<file path="src/rtl/serial_subtractor.sv">
// serial_subtractor
//   Bit-serial WIDTH-bit subtractor computing diff = a - b - bin, one bit per
//   clock, LSB first, through a single full-subtractor cell and a borrow flop.
//   Results and flags are registered and held until the next operation's
//   final bit edge (or reset).
//
// Handshake: start is sampled only while idle (busy=0). The edge that sees
//   start=1 in IDLE captures a, b and bin; start while busy is ignored and
//   not queued. done pulses for exactly one cycle, in the same cycle that
//   diff/bout/zero/neg/ovf show the new result. start held high during the
//   done cycle is accepted, so back-to-back operations take WIDTH+1 cycles.
//
// Ports:
//   clk       - clock, rising edge
//   rst       - synchronous active-high reset
//   start     - operation request (sampled in IDLE only)
//   a, b      - minuend / subtrahend, WIDTH bits, captured on accept
//   bin       - borrow-in, captured on accept
//   busy      - high while bits are being processed
//   done      - one-cycle result-valid pulse
//   diff      - registered a - b - bin mod 2^WIDTH
//   bout      - borrow out of the MSB (unsigned a < b + bin)
//   zero      - diff == 0
//   neg       - diff[WIDTH-1]
//   ovf       - signed overflow (borrow into MSB xor borrow out of MSB)
//   dbg_state - current FSM state (0 = IDLE, 1 = RUN)
module serial_subtractor #(
  parameter int WIDTH = 8
) (
  input  logic             clk,
  input  logic             rst,
  input  logic             start,
  input  logic [WIDTH-1:0] a,
  input  logic [WIDTH-1:0] b,
  input  logic             bin,
  output logic             busy,
  output logic             done,
  output logic [WIDTH-1:0] diff,
  output logic             bout,
  output logic             zero,
  output logic             neg,
  output logic             ovf,
  output logic             dbg_state
);

  localparam int CW = (WIDTH > 2) ? $clog2(WIDTH) : 1;

  typedef enum logic {
    IDLE = 1'b0,
    RUN  = 1'b1
  } state_t;

  state_t state;
  state_t state_next;

  logic [WIDTH-1:0] a_sr;
  logic [WIDTH-1:0] b_sr;
  // Holds the WIDTH-1 most recent result bits; the final bit is combined
  // with these directly into diff, so no extra shift is needed at the end.
  logic [WIDTH-2:0] res_sr;
  logic [CW-1:0]    cnt;
  logic             br;

  logic             d_bit;
  logic             br_next;
  logic [WIDTH-1:0] result_next;
  logic             last_bit;

  // Full-subtractor cell on the current LSBs.
  assign d_bit       = a_sr[0] ^ b_sr[0] ^ br;
  assign br_next     = (~a_sr[0] & b_sr[0]) | (~(a_sr[0] ^ b_sr[0]) & br);
  assign result_next = {d_bit, res_sr};
  assign last_bit    = (state == RUN) && (cnt == CW'(WIDTH - 1));

  assign busy      = (state == RUN);
  assign dbg_state = state;

  // State register.
  always_ff @(posedge clk) begin
    if (rst) begin
      state <= IDLE;
    end else begin
      state <= state_next;
    end
  end

  // Next-state logic.
  always_comb begin
    state_next = state;
    case (state)
      IDLE: begin
        if (start) begin
          state_next = RUN;
        end
      end
      RUN: begin
        if (last_bit) begin
          state_next = IDLE;
        end
      end
      default: state_next = IDLE;
    endcase
  end

  // Datapath and registered outputs.
  always_ff @(posedge clk) begin
    if (rst) begin
      a_sr   <= '0;
      b_sr   <= '0;
      res_sr <= '0;
      cnt    <= '0;
      br     <= 1'b0;
      done   <= 1'b0;
      diff   <= '0;
      bout   <= 1'b0;
      zero   <= 1'b0;
      neg    <= 1'b0;
      ovf    <= 1'b0;
    end else begin
      done <= 1'b0;
      if (state == IDLE) begin
        if (start) begin
          a_sr <= a;
          b_sr <= b;
          br   <= bin;
          cnt  <= '0;
        end
      end else begin
        a_sr   <= a_sr >> 1;
        b_sr   <= b_sr >> 1;
        br     <= br_next;
        res_sr <= result_next[WIDTH-1:1];
        cnt    <= cnt + CW'(1);
        if (last_bit) begin
          diff <= result_next;
          bout <= br_next;
          zero <= (result_next == '0);
          neg  <= d_bit;
          // On the MSB edge br is the borrow into the MSB.
          ovf  <= br ^ br_next;
          done <= 1'b1;
        end
      end
    end
  end

endmodule

</file>
<file path="config.mk">
export PLATFORM = sky130hd
export DESIGN_NAME = serial_subtractor
export DESIGN_NICKNAME = d
export VERILOG_FILES = /design/src/rtl/serial_subtractor.sv
export SDC_FILE = /design/constraint.sdc
export NUM_CORES = 1
export LEC_CHECK = 0
export BUFFER_PORTS_ARGS = -buffer_cell sky130_fd_sc_hd__buf_2
export CORE_ASPECT_RATIO = 0.5
export CORE_MARGIN = 2
export CORE_UTILIZATION = 35
export DETAILED_ROUTE_END_ITERATION = 6
export PLACE_DENSITY = 0.61
export SLEW_MARGIN = 20
export SYNTH_ARGS = -nofsm -noshare
export SYNTH_HDL_FRONTEND = slang
export SYNTH_SLANG_ARGS = --single-unit
</file>
<file path="constraint.sdc">
create_clock -name clk -period 1.3 [get_ports clk]
set_input_delay 0.065 -clock clk [delete_from_list [all_inputs] [get_ports clk]]
set_output_delay 0.065 -clock clk [all_outputs]
set_load 0.1 [all_outputs]
</file>
==> metrics list <==
- Run status: finished, final reports clean
- The post-route netlist has 37.38% of its cells at a drive strength greater than 1.
- The floorplan step defined a core boundary enclosing 0.004842 sq mm.
- Grt ovf: 0
- Number of violations reported at the end of detailed-routing iteration 0: 21
- In this run the most critical hold path is launched from b[7].
* WL final: 3185 microns
- At the end of the flow the core is filled with cells to 44.73%.
- Synthesized cell area: 0.001734 sq mm
- Launching element type of the critical path: flop
- In the final design database the tool counted 228 nets.
- Clock tree synthesis inserted a total of 5 buffers.
- The routed layout has 1249 vias.
- Setup repair after global routing could not meet its margin everywhere.
- Endpoint with the worst hold slack: b_sr[7]
- Clock latency on the worst-skew pair, taken at its later pin, is 0.30 ns.
- After synthesis, flip-flops and latches occupy 46.18% of the total area.
- Yosys printed 0 warnings.
- Antenna violation net count after detailed routing: 0
- Post-Syn Area per Cell: 10.20 sq um
- The number of antenna violations at the first check in global routing came to 0.
* Number of optimization iterations in the first detailed-route pass: 4
* Switching share of power: 23.04%
- Using the TritonRoute via totals, the vias-per-cell ratio works out to 4.525.
- Fraction of registers with async set/reset: 0%
- For this configuration, the core starts out at a cell density of 35.81%.
- For the worst setup path, the data arrival time is 1.50 ns.
- The routed design could run at a clock period as short as 1.265 ns.
- Slew Viols, Final: 0
* Via count of the first global-routing pass: 1062
- At the pin with the least slew margin, the transition time is 0.4961 ns.
- In this run the clock root is driven by a clkbuf_8.
* Relative slew slack: 67.15%
- Along the worst hold path, the cell count comes to 3.
* Delay of the slowest critical-path stage: 0.46 ns
* Post-synthesis mux area share: 25.97%
- Logic gate share of total power: 13.4%
* Number of hold violations in the final report: 0
- Tcrit/Tclk final: 97.33%
* Clock tree from TritonCTS: yes
* CP max stage cell: fa_2
- The share of total power dissipated in sequential elements is 49.3%.
- Summing the areas of all compound-gate instances in the mapped netlist gives 4.762% of the synthesized area.
- In this run, synthesis produced a sequential element count of 40.
* Most common flop cell mapped by yosys: dfxtp_1
- In this run the critical register-to-register path is launched from b_sr[0].
* Post-route worst hold slack: 0.05607 ns
- Cell internal pwr: 0.002029 W
- Die area: 0.005568 sq mm
- The worst setup path is of the flop to flop kind.
- Placer congestion estimate: 0.7211
- P_leak: 0.9476 nW
* # H-tree levels: 2
- When the netlist entered floorplanning its net count stood at 193.
* Number of instances in the synthesized netlist: 170
- Setup slack on the worst reg-to-reg path comes out at 0.03 ns.
- Ordered list of cells on the worst path: inv_2 -> fa_2 -> nor4_2 -> nand3_1 -> a21oi_1
- Entering global routing, the biggest net connects 25 pins.
- Layout Skew: 0.005712 ns
* Post-Synth Adder-Cell Area: 2.597%
- Per report_power, the clock group accounts for 37.3% of the total.
- Global-route wire length before repair: 4912 microns
- Setup violations, final: 0
- During placement, the flow inserted port buffers numbering 34.
- Maximum fanout along the worst path: 3
- Clock slew seen by the registers of the worst setup and hold paths: 0.07 ns
- STA classifies the critical path endpoint as a flop.
- ANT cells: 0
- Horizontal die dimension: 103.5 microns
- The worst hold path belongs to the class input pin to flop.
- Dividing the detail-routed wire length by the instance count gives 11.54 microns.
* Worst setup timing slack at the placement stage: -0.05603 ns
- Number of cells traversed by the worst register-to-register path: 5
- After detailed routing, the number of remaining DRC violations is 0.
- Achievable Freq: 790.4 MHz
* Placement Rows: 18
- CTS max path bufs: 2
- Clock sinks: 40
- The number of hold buffers added after CTS was 0.
- Final worst slack: 0.03476 ns
* Count of different cell masters after synthesis: 21
* Areal power density over the cells: 1217 mW/mm^2
- In this run the count of I/O pins placed on the die edge is 35.
- Area added between synthesis and finish: 24.89%
- Global routing consumed, over all layers together, 11.84% of the routing resources.
- Peak ir drop on the vdd network: 0.4979 mV
* Dominant combinational cell family by area after synthesis: multiplexers
- Xor and xnor area share after synthesis: 0.5051%
* Number of enable-type register cells in the synthesized netlist: 0
* Switching Power: 0.0006074 W
- Capture point of the worst reg-to-reg path: zero
- CP required: 1.53 ns
- Die height: 53.78 microns
- Total half-perimeter wirelength after legalization and detailed placement: 2077 microns
- The tool flagged a number of max-cap violations equal to 0.
- Buffers added to address setup during post-CTS repair amount to 0.
- Synthesized-area fraction occupied by and/or/nand/nor cells: 13.92%
-- cells in the mapped netlist (all sizes together) (2+ instances only) --
master	instances	area share, %
buf	10	4.8
inv	2	0.43
a21oi	12	3.5
nor3b	2	0.87
nor3	3	0.87
nand2	20	4.3
dfxtp	40	46
clkbuf	4	0.87
mux2	14	12
ha	2	1.4
mux2i	24	14
nor2	27	5.8
a211oi	3	1.3
nor4	2	0.72
-- state kept, by name, summed over array words and instances (netlist names) --
signal  count
done        1
zero        1
res_sr      7
busy        1
bout        1
b_sr        8
br          1
a_sr        8
ovf         1
diff        8
cnt         3
-- per-layer routing --
| layer | GRT usage [%] | routed length [microns] | vias to the layer above |
|---|---|---|---|
| met2 | 19.32 | 1409 | 27 |
| met1 | 13.80 | 1539 | 576 |
| met5 | 0 | 0 | - |
| met4 | 7.432 | 72 | 0 |
| met3 | 4.358 | 164 | 7 |
| li1 | - | - | 639 |
-- what timing repair did --
item | CTS | global route
gates cloned | 0 | 1
endpoints found under the setup margin | 1 | 8
gates resized for setup | 2 | 8
pin swaps | 0 | 1
endpoints found under the hold margin | 0 | 0
-- kinds of logic (layout without fill, tap and decap cells) --
family                   after synthesis  in the layout
AO/OA/AOI/OAI                         15             15
buffers and inverters                 16             51
XOR/XNOR                               1              1
flip-flops                            40             40
adder cells (fa/ha/maj)                3              3
AND/OR/NAND/NOR                       57             58
multiplexers                          38             38
-- final cells by class --
cell class,count,area [sq um]
inverters,2,7.507
clock buffers,6,72.57
clock inverters,2,35.03
fillers,474,2676
flip-flops and latches,40,812.0
multi-input cells,115,848.3
repair buffers,41,302.8
well taps,70,87.58
-- critical path, delay by kind of cell, from the launching register on --
kind / cells / cell delay [ns]
adder cells (fa/ha/maj): 1 / 0.46
flip-flops: 1 / 0.33
AND/OR/NAND/NOR: 2 / 0.25
AO/OA/AOI/OAI: 1 / 0.12
buffers and inverters: 1 / 0.04
-- placed cells by master, fill, tap and decap left out, types with 2 or more instances in the layout --
cell type	count
inv_2	2
buf_12	6
a21oi_1	12
dfxtp_2	6
nand2_1	20
and2_4	2
a211oi_1	3
mux2i_1	24
dfxtp_1	33
mux2_4	14
buf_2	32
nor3_1	3
clkbuf_8	5
nor3b_1	2
buf_4	3
nor2_1	27
-- stage by stage --
stage,std cells,instance area [sq um],total power (W),TNS [ns]
global placement,267,2033,0.001666,-0.007890
global route,276,2166,0.002758,-0.1155
floorplan,170,1743,0.001577,0
detailed placement,267,2033,0.001674,-0.05603
CTS,275,2142,0.002654,-0.04893
finish,276,2166,0.002636,0
-- how the worst max path moves through the flow --
stage / from / endpoint / slack (ns)
global placement: b_sr[0] / zero / -0.008
detailed placement: b_sr[0] / zero / -0.06
global route: b_sr[0] / zero / -0.08
CTS: b_sr[0] / zero / -0.05
finish: b_sr[0] / zero / 0.03
floorplan: busy / a_sr[0] / 0.01
-- power by group through the flow --
stage          logic (W)  clock network (W)  registers (W)
5_1_grt         0.000383            0.00107        0.00131
3_5_place_dp    0.000349                  0        0.00132
2_1_floorplan   0.000244                  0        0.00133
4_1_cts         0.000351            0.00100        0.00130
6_report        0.000353           0.000983        0.00130
3_3_place_gp    0.000343                  0        0.00132
(Power assumes the default switching activity.)
